==> config.mk <==
export PLATFORM = sky130hd
export DESIGN_NAME = input_conditioner
export DESIGN_NICKNAME = d
export VERILOG_FILES = /design/src/rtl/input_conditioner_pkg.sv /design/src/rtl/input_conditioner_debounce_ch.sv /design/src/rtl/input_conditioner.sv
export SDC_FILE = /design/constraint.sdc
export NUM_CORES = 1
export LEC_CHECK = 0
export ABC_AREA = 1
export CORE_MARGIN = 3
export CORE_UTILIZATION = 50
export CTS_BUF_LIST = sky130_fd_sc_hd__clkbuf_4 sky130_fd_sc_hd__clkbuf_8
export DETAILED_ROUTE_END_ITERATION = 8
export PLACE_DENSITY = 0.75
export SLEW_MARGIN = 5
export SYNTH_ARGS = -nofsm -noshare
export SYNTH_HDL_FRONTEND = slang
export SYNTH_SLANG_ARGS = --single-unit
export TNS_END_PERCENT = 50
==> constraint.sdc <==
create_clock -name clk -period 2.2 [get_ports clk]
set_clock_uncertainty 0.15 [all_clocks]
set_input_delay 0.22 -clock clk [delete_from_list [all_inputs] [get_ports clk]]
set_output_delay 0.22 -clock clk [all_outputs]
set_load 0.01 [all_outputs]
==> src/rtl/input_conditioner_pkg.sv <==
// Shared constants for the input conditioner: default synchroniser depth,
// default debounce length and the debounce counter width helper.
package input_cond_pkg;

   localparam int DEF_SYNC_STAGES     = 2;
   localparam int DEF_DEBOUNCE_CYCLES = 4;

   // Counter only has to reach DEBOUNCE_CYCLES-1; keep at least one bit so
   // DEBOUNCE_CYCLES of 1 or 2 still yields a legal vector.
   function automatic int cnt_width(input int cycles);
      int w;
      w = $clog2(cycles);
      return (w < 1) ? 1 : w;
   endfunction

endpackage

==> src/rtl/input_conditioner_debounce_ch.sv <==
// One conditioner channel: synchroniser chain, stability counter, clean level
// register and rise pulse. Fall pulse output exists only when FALL_PULSE_EN is defined.
module debounce_ch
   import input_cond_pkg::*;
#(
   parameter int SYNC_STAGES     = DEF_SYNC_STAGES,
   parameter int DEBOUNCE_CYCLES = DEF_DEBOUNCE_CYCLES
) (
   input  logic clk,
   input  logic rst,
   input  logic i_raw,
   output logic o_clean,
   output logic o_rise
`ifdef FALL_PULSE_EN
   ,
   output logic o_fall
`endif
);

   localparam int               CNT_W   = cnt_width(DEBOUNCE_CYCLES);
   localparam logic [CNT_W-1:0] CNT_MAX = CNT_W'(DEBOUNCE_CYCLES - 1);

   logic [SYNC_STAGES-1:0] r_sync;
   logic [CNT_W-1:0]       r_cnt;
   logic                   r_clean;
   logic                   r_rise;
   logic                   w_sync;
   logic                   w_differs;
   logic                   w_accept;

   assign w_sync    = r_sync[SYNC_STAGES-1];
   assign w_differs = w_sync ^ r_clean;
   assign w_accept  = w_differs && (r_cnt == CNT_MAX);

   // Plain flop chain: nothing may sit between stages or metastability
   // settling time is lost.
   always_ff @(posedge clk) begin
      if (rst) begin
         r_sync <= '0;
      end else begin
         r_sync <= {r_sync[SYNC_STAGES-2:0], i_raw};
      end
   end

   always_ff @(posedge clk) begin
      if (rst) begin
         r_cnt   <= '0;
         r_clean <= 1'b0;
         r_rise  <= 1'b0;
      end else begin
         r_rise <= w_accept & w_sync;
         if (!w_differs) begin
            r_cnt <= '0;
         end else if (w_accept) begin
            r_clean <= w_sync;
            r_cnt   <= '0;
         end else begin
            r_cnt <= r_cnt + CNT_W'(1);
         end
      end
   end

   assign o_clean = r_clean;
   assign o_rise  = r_rise;

`ifdef FALL_PULSE_EN
   logic r_fall;

   always_ff @(posedge clk) begin
      if (rst) begin
         r_fall <= 1'b0;
      end else begin
         r_fall <= w_accept & ~w_sync;
      end
   end

   assign o_fall = r_fall;
`endif

endmodule

==> src/rtl/input_conditioner.sv <==
// Input conditioner top: N_CH independent synchronise/debounce/edge channels.
// Define FALL_PULSE_EN to add the fall_pulse output.
module input_conditioner
   import input_cond_pkg::*;
#(
   parameter int N_CH            = 3,
   parameter int SYNC_STAGES     = DEF_SYNC_STAGES,
   parameter int DEBOUNCE_CYCLES = DEF_DEBOUNCE_CYCLES
) (
   input  logic            clk,
   input  logic            rst,
   input  logic [N_CH-1:0] raw_in,
   output logic [N_CH-1:0] clean_out,
   output logic [N_CH-1:0] rise_pulse
`ifdef FALL_PULSE_EN
   ,
   output logic [N_CH-1:0] fall_pulse
`endif
);

   for (genvar g = 0; g < N_CH; g++) begin : g_ch
      debounce_ch #(
         .SYNC_STAGES     (SYNC_STAGES),
         .DEBOUNCE_CYCLES (DEBOUNCE_CYCLES)
      ) u_ch (
         .clk     (clk),
         .rst     (rst),
         .i_raw   (raw_in[g]),
         .o_clean (clean_out[g]),
         .o_rise  (rise_pulse[g])
`ifdef FALL_PULSE_EN
         ,
         .o_fall  (fall_pulse[g])
`endif
      );
   end

endmodule

# == Word level (Yosys, flattened, before mapping) ==
# Index checks and enable logic that the tools add are counted.
# op_classes
n_addsub,3
eq_ne,3
bitwise,9
n_div,0
n_reduce_logical,9
shift,0
mul,0
magnitude_cmp,0
mux,0
# op_table
cell,n
$reduce_or A3 Y1,3
$add A2 B1 Y2 const B,3
$eq A2 B2 Y1 const B,3
$reduce_and A2 Y1,3
$and A1 B1 Y1,3
$logic_and A1 B1 Y1,3
$not A1 Y1,3
$xor A1 B1 Y1,3
# totals
romBits,0
input_bits,5
regBits,18
latch_bits,0
mem_count,0
ram_bits,0

# == Longest topological paths before layout ==
# depth
ltp_word,3
ltp_mapped,4
mapped_depth_nobuf,4

# == Modules after synthesis ==
# A second synthesis with hierarchy kept.
# unflattened
hier_cells,72
area_unflattened_um2,634.4
# modules_own_cells
mod,seq_area_each_um2,cells_each,n_inst,area_each_um2
debounce_ch,120.1,24,3,211.5

# == Worst setup path after synthesis ==
# No wires, ideal clock.
# synth_path
path_type,reg2reg
start,register g_ch[1].u_ch.r_cnt[0]
end,register g_ch[1].u_ch.r_cnt[0]
setup_slack_ps,1205
stages_incl_launch_ff,5
required_ps,1986
arrival_ps,781
synth_period_minus_slack_ps,995
setup_time_ps,64
path_cell_list,dfxtp_1 -> ha_1 -> nor2_4 -> nand3_1 -> nor2_1
# synth_between
elab_chain_len,3
# synth_rtl
item,line_no,rtl
from (decl),input_conditioner_debounce_ch.sv:24,logic [CNT_W-1:0] r_cnt;
from (signal assigned),input_conditioner_debounce_ch.sv:58,r_cnt <= r_cnt + CNT_W'(1);
$eq A2 B2 Y1,input_conditioner_debounce_ch.sv:33,assign w_accept = w_differs && (r_cnt == CNT_MAX);
$logic_and A1 B1 Y1,input_conditioner_debounce_ch.sv:33,
$reduce_or A3 Y1 (no line),--,
# Several ways; a longest one is shown, not always the timed one.
# A chain may end at the register's enable or synchronous reset.

# == Worst setup path in the final report ==
# layout_path
start,register g_ch[1].u_ch.r_clean
end,output clean_out[1]
# layout_rtl
item,line_no,rtl
from (decl),input_conditioner_debounce_ch.sv:25,logic r_clean;
from (signal assigned),input_conditioner_debounce_ch.sv:55,r_clean <= w_sync;
to (decl),input_conditioner.sv:13,"output logic [N_CH-1:0] clean_out,"
# No word-level cell between the ends.

==> impl_metrics.csv <==
group,metric,value,unit
floorplanning,initial_utilization,57.7,%
global_routing,grt_start_max_net_pins,11,
final_layout,finish.net_count,96,
setup_path,cpLargestDelayFamily,"buffers and inverters",
final_layout,multi_input_area,208,sq um
clock_tree,cts_root_buffer,"clkbuf_4",
clock_tree,cts_htree_levels,1,
power_and_ir_drop,leakagePower,0.372,nW
setup_path,critPathLaunchType,"flip-flop",
timing,setup_tns,0,ps
timing,setup_viol,0,
final_layout,num_antenna_cells,0,
hold_path,hp-class,"reg2reg",
yosys,ys_seq_elements,18,
floorplanning,die_area,1850,sq um
power_and_ir_drop,power,0.000558,W
final_layout,stdcell_count,101,
final_layout,mostFrequentLayoutCell,"dfxtp_1",
detailed_routing,postRouteWirelength,807,um
clock_tree,cts_tree,"built",
yosys,yosysWarnings,0,
yosys,syn-cell-area,684,sq um
global_routing,grt_overflow,0,
timing,hold_viol,0,
detailed_routing,vias,433,
timing,hold-worst-slack,255,ps
clock_tree,clkTransAtPathRegs,100,ps
place,place.gp.congestion,0.704,
place,portBuffers,10,
global_routing,grt_first_pass_wirelength,1.37,mm
place,dp.cells,97,
clock_tree,cts_sinks,18,
detailed_routing,ant_nets,0,
floorplanning,coreArea,1190,sq um
global_routing,track_usage,10.5,%
setup_path,critPathBufInv,1,
timing,fmax,619,MHz
floorplanning,fp.dieH,43.0,um
global_routing,antenna_found_initial,0,
yosys,syn_nets,88,
final_layout,drive_above_1_share,9.20,%
floorplanning,fp-row-count,12,
final_layout,layout_common_cells,"18 x dfxtp_1, 16 x inv_1, 15 x nor2_1, 12 x nand2_1, 10 x clkdlybuf4s50_1",
timing,worst_slew_pin_slew,515,ps
yosys,synth.avg_cell_area,8.56,sq um
clock_tree,cts_resized,0,
detailed_routing,drtPass1Iterations,4,
setup_path,arrival,1250,ps
run_status,outcome,"completed",
final_layout,postLayoutCoreUtil,65.9,%
clock_tree,hold_buffers,0,
setup_path,required,1830,ps
power_and_ir_drop,power_density,714,nW/um^2
timing,rsz0062_at_grt,"no",
yosys,yosysSeqAreaShare,52.7,%
setup_path,slowest_delay,560,ps
timing,timing.final.crit_share,73.5,%
yosys,yosysUniqueCellTypes,10,
floorplanning,boundaryPins,11,
final_layout,seq_area,360,sq um
setup_path,path_class,"reg2out",
detailed_routing,via_per_inst,4.29,
place,hpwl,619,um
clock_tree,post_cts_buffers,0,
final_layout,synthToLayoutAreaGrowth,14.3,%
floorplanning,die_width,43.0,um
timing,drv_slew,0,
global_routing,grt_pass1_vias,358,
clock_tree,clk_latency,290,ps
clock_tree,cts_buffers,3,
final_layout,fillers,102,
timing,relSlewSlack,65.5,%
setup_path,worstPathCellList,"clkdlybuf4s50_1",
setup_path,cp-end-kind,"output pin",
detailed_routing,post_drt_wl_per_cell,7.99,um
timing,fin_crit,1620,ps
job,cap_violations,0,
clock_tree,cts_max_path_buffers,2,
setup_path,cp_max_fo,5,
detailed_routing,drtIter0Drc,15,
detailed_routing,drc_errors,0,
setup_path,critPathSlowestCell,"clkdlybuf4s50_1",
power_and_ir_drop,vdd_drop_max,0.449,mV
yosys,netlist_instances,80,
[Yosys cell counts, drive strengths merged]
master	instances	area share, %
nand2	12	6.6
nor2	18	13
inv	16	8.8
nand3	6	5.1
buf	7	8.2
ha	3	5.5
dfxtp	18	53
[sequential cells by signal (all words and copies together), names as in the netlist]
signal,cells
g_ch.u_ch.o_rise,3
g_ch.u_ch.r_cnt,6
g_ch.u_ch.o_clean,3
g_ch.u_ch.r_sync,6
[metal layers]
| layer | vias up | GRT usage, % | routed length [um] |
|---|---|---|---|
| li1 | 243 | - | - |
| met1 | 175 | 12.5 | 392 |
| met2 | 11 | 14.7 | 337 |
| met3 | 4 | 2.54 | 52 |
| met4 | 0 | 10.8 | 25 |
| met5 | - | 0 | 0 |
[power breakdown]
part	leakage, nW	total [W]	switching, W	internal [W]
sequential	0.147	0.000336	0.00000312	0.000332
combinational	0.204	0.0000242	0.0000118	0.0000124
clock	0.0210	0.000199	0.0000977	0.000101
total	0.372	0.000558	0.000113	0.000446
[stage by stage]
| step | instance area, sq um | setup WS (ps) |
|---|---|---|
| after floorplan | 684 | 1200 |
| after global placement | 746 | 607 |
| after detailed placement | 746 | 576 |
| after CTS | 782 | 565 |
| after global routing | 782 | 515 |
| final | 782 | 584 |
[final cells by class]
cell class              instances  area share [%]
flip-flops and latches         18            46.1
multi-input cells              39            26.6
repair buffers                 10            12.8
inverters                      16            7.68
clock buffers                   4            4.64
well taps                      14            2.24
[path summary, 6_finish.rpt]
kind	startpoint	to	slack [ps]	cells after the start
max	g_ch[1].u_ch.o_clean	clean_out[1]	580	1
min	g_ch[1].u_ch.r_sync[0]	g_ch[1].u_ch.r_sync[1]	250	2
max reg2reg	g_ch[1].u_ch.r_cnt[0]	g_ch[1].u_ch.r_cnt[1]	1110	4
min reg2reg	g_ch[1].u_ch.r_sync[0]	g_ch[1].u_ch.r_sync[1]	250	2
[kinds of logic (layout without fill, tap and decap cells)]
| group | Yosys count | count (layout) | share of synthesized area (%) |
|---|---|---|---|
| simple gates | 36 | 36 | 24.9 |
| buf+inv | 23 | 30 | 17.0 |
| flops | 18 | 18 | 52.7 |
| fa+ha+maj | 3 | 3 | 5.49 |
No activity file was read; power rests on OpenSTA's default activity.
